[src/rtl/spy_round_controller.sv]
// Round sequencer for the two-player Morse spy game: gates entry, clears datapaths,
// compares codes, keeps scores/rounds. Optional timeout via `define ROUND_TIMER_EN.
// Ports: clock, resetn (sync, active-high), start, p1_done, p2_done, p1_value,
//  p2_value -> p1/p2_enable, p1/p2_clear, state, round, p1/p2_score, match,
//  timed_out, game_over.
module spy_round_controller #(
  parameter int NUM_ROUNDS     = 5,
  parameter int SCORE_W        = 4,
  parameter int TIMEOUT_CYCLES = 1000
) (
  input  logic               clock,
  input  logic               resetn,
  input  logic               start,
  input  logic               p1_done,
  input  logic               p2_done,
  input  logic [9:0]         p1_value,
  input  logic [9:0]         p2_value,
  output logic               p1_enable,
  output logic               p2_enable,
  output logic               p1_clear,
  output logic               p2_clear,
  output logic [2:0]         state,
  output logic [3:0]         round,
  output logic [SCORE_W-1:0] p1_score,
  output logic [SCORE_W-1:0] p2_score,
  output logic               match,
  output logic               timed_out,
  output logic               game_over
);

  typedef enum logic [2:0] {
    IDLE      = 3'd0,
    P1_ENTRY  = 3'd1,
    P2_ENTRY  = 3'd2,
    COMPARE   = 3'd3,
    RESULT    = 3'd4,
    GAME_OVER = 3'd5
  } state_t;

  localparam logic [SCORE_W-1:0] SCORE_MAX = '1;
  localparam logic [3:0]         ROUNDS    = 4'(NUM_ROUNDS);

  state_t               state_q;
  logic [3:0]           round_q;
  logic [SCORE_W-1:0]   p1_score_q, p2_score_q;
  logic [SCORE_W-1:0]   p1_score_d, p2_score_d;
  logic                 match_q, timed_out_q;
  logic                 p1_clear_q, p2_clear_q;
  logic [9:0]           secret_q, guess_q;
  logic                 hit;

`ifdef ROUND_TIMER_EN
  localparam int TW = $clog2(TIMEOUT_CYCLES + 1);
  localparam logic [TW-1:0] TMR_LAST = TW'(TIMEOUT_CYCLES - 1);
  logic [TW-1:0] tmr_q;
`else
  logic [31:0] unused_timeout;
  assign unused_timeout = 32'(TIMEOUT_CYCLES);
`endif

  // A timed-out round always counts as a miss for player 2.
  assign hit = (guess_q == secret_q) && !timed_out_q;

  assign p1_score_d = (p1_score_q == SCORE_MAX) ? p1_score_q
                    : p1_score_q + SCORE_W'(1);
  assign p2_score_d = (p2_score_q == SCORE_MAX) ? p2_score_q
                    : p2_score_q + SCORE_W'(1);

  always_ff @(posedge clock) begin
    if (resetn) begin
      state_q     <= IDLE;
      round_q     <= '0;
      p1_score_q  <= '0;
      p2_score_q  <= '0;
      match_q     <= 1'b0;
      timed_out_q <= 1'b0;
      p1_clear_q  <= 1'b0;
      p2_clear_q  <= 1'b0;
      secret_q    <= '0;
      guess_q     <= '0;
`ifdef ROUND_TIMER_EN
      tmr_q       <= '0;
`endif
    end else begin
      p1_clear_q <= 1'b0;
      p2_clear_q <= 1'b0;
      case (state_q)
        IDLE: begin
          if (start) begin
            state_q    <= P1_ENTRY;
            p1_clear_q <= 1'b1;
            p2_clear_q <= 1'b1;
            round_q    <= '0;
            p1_score_q <= '0;
            p2_score_q <= '0;
          end
        end
        P1_ENTRY: begin
          if (p1_done && p1_value != 10'd0) begin
            state_q    <= P2_ENTRY;
            secret_q   <= p1_value;
            p2_clear_q <= 1'b1;
`ifdef ROUND_TIMER_EN
            tmr_q      <= '0;
`endif
          end
        end
        P2_ENTRY: begin
          if (p2_done) begin
            state_q <= COMPARE;
            guess_q <= p2_value;
          end
`ifdef ROUND_TIMER_EN
          else if (tmr_q == TMR_LAST) begin
            state_q     <= COMPARE;
            timed_out_q <= 1'b1;
          end else begin
            tmr_q <= tmr_q + TW'(1);
          end
`endif
        end
        COMPARE: begin
          state_q <= RESULT;
          match_q <= hit;
          round_q <= round_q + 4'd1;
          if (hit) p2_score_q <= p2_score_d;
          else     p1_score_q <= p1_score_d;
        end
        RESULT: begin
          if (round_q == ROUNDS) begin
            state_q     <= GAME_OVER;
            timed_out_q <= 1'b0;
          end else if (start) begin
            state_q     <= P1_ENTRY;
            p1_clear_q  <= 1'b1;
            p2_clear_q  <= 1'b1;
            timed_out_q <= 1'b0;
          end
        end
        GAME_OVER: state_q <= GAME_OVER;
        default:   state_q <= IDLE;
      endcase
    end
  end

  assign p1_enable = (state_q == P1_ENTRY);
  assign p2_enable = (state_q == P2_ENTRY);
  assign game_over = (state_q == GAME_OVER);
  assign p1_clear  = p1_clear_q;
  assign p2_clear  = p2_clear_q;
  assign state     = state_q;
  assign round     = round_q;
  assign p1_score  = p1_score_q;
  assign p2_score  = p2_score_q;
  assign match     = match_q;
  assign timed_out = timed_out_q;

endmodule

[config.mk]
export PLATFORM = sky130hd
export DESIGN_NAME = spy_round_controller
export DESIGN_NICKNAME = d
export VERILOG_FILES = /design/src/rtl/spy_round_controller.sv
export SDC_FILE = /design/constraint.sdc
export NUM_CORES = 1
export LEC_CHECK = 0
export ABC_AREA = 1
export CORE_MARGIN = 5
export CORE_UTILIZATION = 40
export DETAILED_ROUTE_END_ITERATION = 16
export PLACE_DENSITY = 0.67
export SLEW_MARGIN = 15
export SYNTH_ARGS = -nofsm -noshare
export SYNTH_HDL_FRONTEND = slang
export SYNTH_SLANG_ARGS = --single-unit
[constraint.sdc]
create_clock -name clock -period 1.25 [get_ports clock]
set_input_delay 0.125 -clock clock [delete_from_list [all_inputs] [get_ports clock]]
set_output_delay 0.125 -clock clock [all_outputs]
set_load 0.01 [all_outputs]
==> Word-level counts from Yosys, hierarchy flattened <==
Index checks and enable logic that the tools add are counted.
{ "classes": {"add_sub_neg": 3, "n_eq_ne": 16, "muxes": 20, "n_reduce_logical": 14} }
{ "op_table": {"columns": ["cell", "count"], "rows": [
  ["$pmux W4 S2", 3],
  ["$mux W4", 5],
  ["$pmux W3 S6", 1],
  ["$add A4 B1 Y4 const B", 3],
  ["$mux W3", 4],
  ["$ne A2 B2 Y1 const B", 6],
  ["$eq A10 B10 Y1", 1],
  ["$reduce_and A2 Y1", 5],
  ["$reduce_bool A10 Y1", 1],
  ["$eq A4 B4 Y1 const B", 2],
  ["$reduce_and A4 Y1", 2],
  ["$eq A3 B2 Y1 const B", 2],
  ["$eq A3 B3 Y1 const B", 2],
  ["$mux W1", 5],
  ["$eq A4 B3 Y1 const B", 1],
  ["$reduce_bool A2 Y1", 2],
  ["$eq A3 B1 Y1 const B", 1],
  ["$logic_not A3 Y1", 1],
  ["$pmux W1 S3", 1],
  ["$logic_and A1 B1 Y1", 2],
  ["$ne A2 B1 Y1 const B", 1],
  ["$pmux W1 S2", 1],
  ["$logic_not A1 Y1", 1]
]} }
{ "word_totals": {"regBits": 39, "in_bits": 25, "output_inout_bits": 22, "elab_cells": 63} }

==> Depth between registers and ports, before layout <==
{ "logic_depth": {"word_depth": 4, "depth_mapped": 10, "depth_no_buf": 10} }

==> Least setup slack after synthesis <==
Ideal clock, no wire load.
{ "synth_path": {"path_kind": "register -> register", "start": "register state_q[0], in the netlist state[0]", "end": "register secret_q[0]", "setup_time_ns": 0.113, "t_arrival_ns": 1.384, "required_ns": 1.137, "slack_ns": -0.246, "stages_incl_launch_ff": 7, "path_buffers": 1, "period_less_slack_ns": 1.496, "path_cell_list": "dfxtp_1 > inv_1 > nor3_4 > nand3_4 > buf_4 > nor2_1 > nor2_1"} }
{ "synth_via": {"elab_chain_cells": 2} }
{ "synth_rtl": {"columns": ["element", "line", "rtl"], "rows": [
  ["start: declaration", "43", "state_t state_q;"],
  ["start signal: assignment", "71", "state_q <= IDLE;"],
  ["start signal: assignment", "90", "state_q <= P1_ENTRY;"],
  ["start signal: assignment", "100", "state_q <= P2_ENTRY;"],
  ["$eq A3 B1 Y1", null, null],
  ["net p1_enable", "18", "output logic p1_enable,"],
  ["$reduce_and A2 Y1 (no line)", null, null],
  ["end signal: assignment", "101", "secret_q <= p1_value;"],
  ["end: declaration", "49", "logic [9:0] secret_q, guess_q;"]
]} }
The timed path passes the listed nets, and every way through them passes these cells.
A chain may end at the register's enable or synchronous reset.

==> Worst setup path after layout <==
{ "layout_path": {"start": "register state_q[0], in the netlist state[0]", "end": "register p2_score_q[3], in the netlist p2_score[3]"} }
{ "layout_via": {"elab_chain_cells": 3, "elab_cells_between_ends": 8, "cone_classes": "4 x eq/ne; 1 x mux; 3 x reduce/logical"} }
{ "layout_rtl": {"columns": ["element", "line", "rtl"], "rows": [
  ["$eq A3 B2 Y1 or $logic_not A3 Y1 (tied branches)", "87", "case (state_q)"],
  ["$ne A2 B2 Y1 (no line) or $reduce_bool A2 Y1 (tied branches)", null, null],
  ["$reduce_and A4 Y1 (no line)", null, null],
  ["end signal: assignment", "126", "if (hit) p2_score_q <= p2_score_d;"],
  ["end: declaration", "45", "logic [SCORE_W-1:0] p1_score_q, p2_score_q;"]
]} }
Several ways; a longest one is shown, not always the timed one.

==> impl_metrics.json <==
{
  "status": "complete, but fails checks",
  "violations": "negative setup slack",
  "cts_tree": "yes",
  "clk_path_buf_depth": 2,
  "final_util": 0.7125,
  "yosysUniqueCellTypes": 32,
  "die_x_um": 78.80,
  "finalClockSkew_ps": 4.059,
  "grt_pass1_wl_um": 9549,
  "drtIter0Drc": 86,
  "cp_cell_sequence": "buf_4 > nor2_1 > nand2_2 > buf_4 > nand2_1 > nand2_1 > a21oi_2",
  "fp-row-count": 25,
  "num_vias": 2145,
  "numCtsBuffers": 5,
  "instances_no_fill": 425,
  "diodes": 0,
  "slowest_delay_ps": 370,
  "grt_start_max_net_pins": 23,
  "ff_latch_area_um2": 784.5,
  "dr.pass1.iters": 5,
  "path_clk_slew_ps": 80,
  "start_kind": "register",
  "fill_cells": 356,
  "synth_cells": 263,
  "leakagePower_nw": 1.515,
  "ys_warn_count": 0,
  "multiInputGateArea_um2": 1275,
  "rsz0062_at_grt": "yes",
  "fin_area_um2": 3321,
  "p_total_mw": 4.874,
  "maxSlewViolCount": 0,
  "via_per_inst": 5.047,
  "fin_nets": 399,
  "maxCapViolCount": 0,
  "cp.arrival_ps": 1610,
  "syn_to_final_growth_pct": 75.41,
  "avgSynthCellArea_um2": 7.198,
  "period_needed_ps": 1375,
  "wl_per_cell_um": 14.49,
  "syn_area_um2": 1893,
  "crit_fanout": 5,
  "drcViolationCount": 0,
  "syn-num-nets": 292,
  "fin_crit_sh": 1.100,
  "finalHoldViolCount": 0,
  "power_density_nw_per_um2": 1468,
  "root_buffer": "clkbuf_8",
  "h-tree-depth": 2,
  "worstPathRequired_ps": 1480,
  "globalplace.congestion": 0.8456,
  "cts_hold_buf": 0,
  "hp-class": "in -> reg",
  "routed_wl_um": 6158,
  "overflow": 0,
  "antenna_found_initial": 0,
  "vdd_ir_drop_max_uv": 890.2,
  "die_area_um2": 6209,
  "dpl.hpwl_um": 3620,
  "setup_viol": 39,
  "grt_pass1_vias": 2081,
  "pre_cts_ws_ps": -403.3,
  "fin_ws_ps": -125.4,
  "drive_gt1_frac": 0.4178,
  "ys_seq_area_frac": 0.4019,
  "cts.sinks": 38,
  "die_h_um": 78.80,
  "clock.fmax_ghz": 0.7271,
  "ios": 47,
  "grt.total_usage": 0.1943,
  "ys_ff_latch": 38,
  "insertion_delay_ps": 290,
  "initial_utilization": 0.4062,
  "core_area_um2": 4661,
  "critPathKind": "reg -> reg",
  "io_buffers": 45,
  "slowest_stage": "dfxtp_4",
  "placed_cell_area_um2": 2758,
  "ant_nets": 0,
  "dp.cells": 401,
  "critPathCaptureType": "register"
}
power breakdown:
group          internal (mW)  switching [mW]
sequential              1.39           0.145
combinational           1.01            1.10
clock                  0.771           0.457
cell usage in the layout, fill, tap and decap left out, types with 2 or more instances in the layout:
cell type        instances
clkbuf_8                 6
a21oi_1                 12
nand2_2                  6
o21ai_2                  9
dlygate4sd2_1           22
buf_4                   47
nand3_1                  8
dfxtp_2                 10
ha_1                     3
nor2_1                  32
dfxtp_4                  3
inv_6                    2
nand3_2                  6
inv_1                   20
dfxtp_1                 25
clkdlybuf4s50_1         20
nand2_1                 51
nor2_4                   7
buf_6                   11
xnor2_2                  2
buf_12                   2
inv_2                    4
nand2_4                  4
nand4_1                  9
nand3_4                  6
o21ai_1                  4
nor2_2                   3
a31oi_1                  2
buf_2                    3
inv_4                    3
xor2_1                   4
a21oi_2                  9
Yosys cell counts:
| cell type | instances | area [um2] |
|---|---|---|
| nand2_1 | 59 | 221.5 |
| nor2_1 | 40 | 150.1 |
| dfxtp_1 | 38 | 760.7 |
| inv_1 | 28 | 105.1 |
| a21oi_1 | 18 | 90.09 |
| nand3_1 | 15 | 75.07 |
| o21ai_0 | 13 | 65.06 |
| nand4_1 | 9 | 56.30 |
| clkbuf_1 | 4 | 15.01 |
| ha_1 | 4 | 50.05 |
| xor2_1 | 4 | 35.03 |
| a21oi_2 | 3 | 26.28 |
| a31oi_1 | 3 | 18.77 |
| xnor2_1 | 3 | 26.28 |
| buf_2 | 2 | 10.01 |
| buf_4 | 2 | 15.01 |
| nand2_4 | 2 | 22.52 |
| nand3_2 | 2 | 20.02 |
| a21boi_0 | 1 | 7.510 |
| a21boi_1 | 1 | 7.510 |
| clkinv_1 | 1 | 3.750 |
| conb_1 | 1 | 3.750 |
| nand3_4 | 1 | 17.52 |
| nand4_2 | 1 | 12.51 |
| nor2_2 | 1 | 6.260 |
| nor2_4 | 1 | 11.26 |
| nor2_8 | 1 | 20.02 |
| nor3_1 | 1 | 5.000 |
| nor3_4 | 1 | 16.27 |
| o21ai_1 | 1 | 5.000 |
| o22ai_1 | 1 | 6.260 |
| o31ai_1 | 1 | 7.510 |
stage by stage:
| step | setup TNS [ps] | hold slack, ps |
|---|---|---|
| floorplan | -1167 | 259.9 |
| global placement | -6544 | 456.3 |
| detailed placement | -7414 | 464.7 |
| CTS | -1230 | 217.4 |
| global route | -5778 | 239.4 |
| finish | -3055 | 232.6 |
timing repair:
action                                  4_1_cts  5_1_grt
endpoints found under the setup margin       56       41
pin swaps                                    30       21
gates resized for setup                     103       40
setup buffers                                10        3
cloned                                        3        0
registers in the layout (all words and copies together), names as in the netlist:
signal and flops:
guess_q 10, match 1, p1_clear 1, p1_score 4
p2_clear 1, p2_score 4, round 4, secret_q 10
state 3
cells by family (layout without fill, tap and decap cells):
kind of cell | Yosys count | after routing | share of synthesized area
flops | 38 | 38 | 0.4019
buf+inv | 37 | 143 | 0.07864
compound gates | 42 | 42 | 0.1236
other cells | 1 | 1 | 0.001981
xor+xnor | 7 | 7 | 0.03239
simple gates | 134 | 136 | 0.3351
fa+ha+maj | 4 | 4 | 0.02644
layer usage:
metal / GRT usage / share of wire
met3: 0.06463 / 0.059
met1: 0.2239 / 0.41
met5: 0 / 0
met4: 0.04895 / 0.024
met2: 0.3447 / 0.51
critical path: cells and delay by family, from the launching register on:
kind	cells	cell delay (ps)
compound gates	1	100
buf+inv	2	340
simple gates	4	510
flops	1	370
layout make-up:
| class | count | area share |
|---|---|---|
| Tap cell | 54 | 0.02035 |
| Timing Repair inverter | 1 | 0.001884 |
| Inverter | 29 | 0.03768 |
| Clock inverter | 1 | 0.009043 |
| Clock buffer | 7 | 0.03240 |
| Multi-Input combinational cell | 190 | 0.3839 |
| Sequential cell | 38 | 0.2362 |
| Timing Repair Buffer | 105 | 0.2784 |
final timing paths:
kind	startpoint	end	slack [ps]	cells after the start
max	state[0]$_SDFFE_PP0P_	p2_score[3]$_SDFFE_PP0P_	-130	7
min	p1_value[5]	secret_q[5]$_SDFFE_PP0P_	230	3
max reg2reg	state[0]$_SDFFE_PP0P_	p2_score[3]$_SDFFE_PP0P_	-130	7
min reg2reg	guess_q[6]$_SDFFE_PP0P_	guess_q[6]$_SDFFE_PP0P_	470	2
Power figures use the tool's default switching activity.
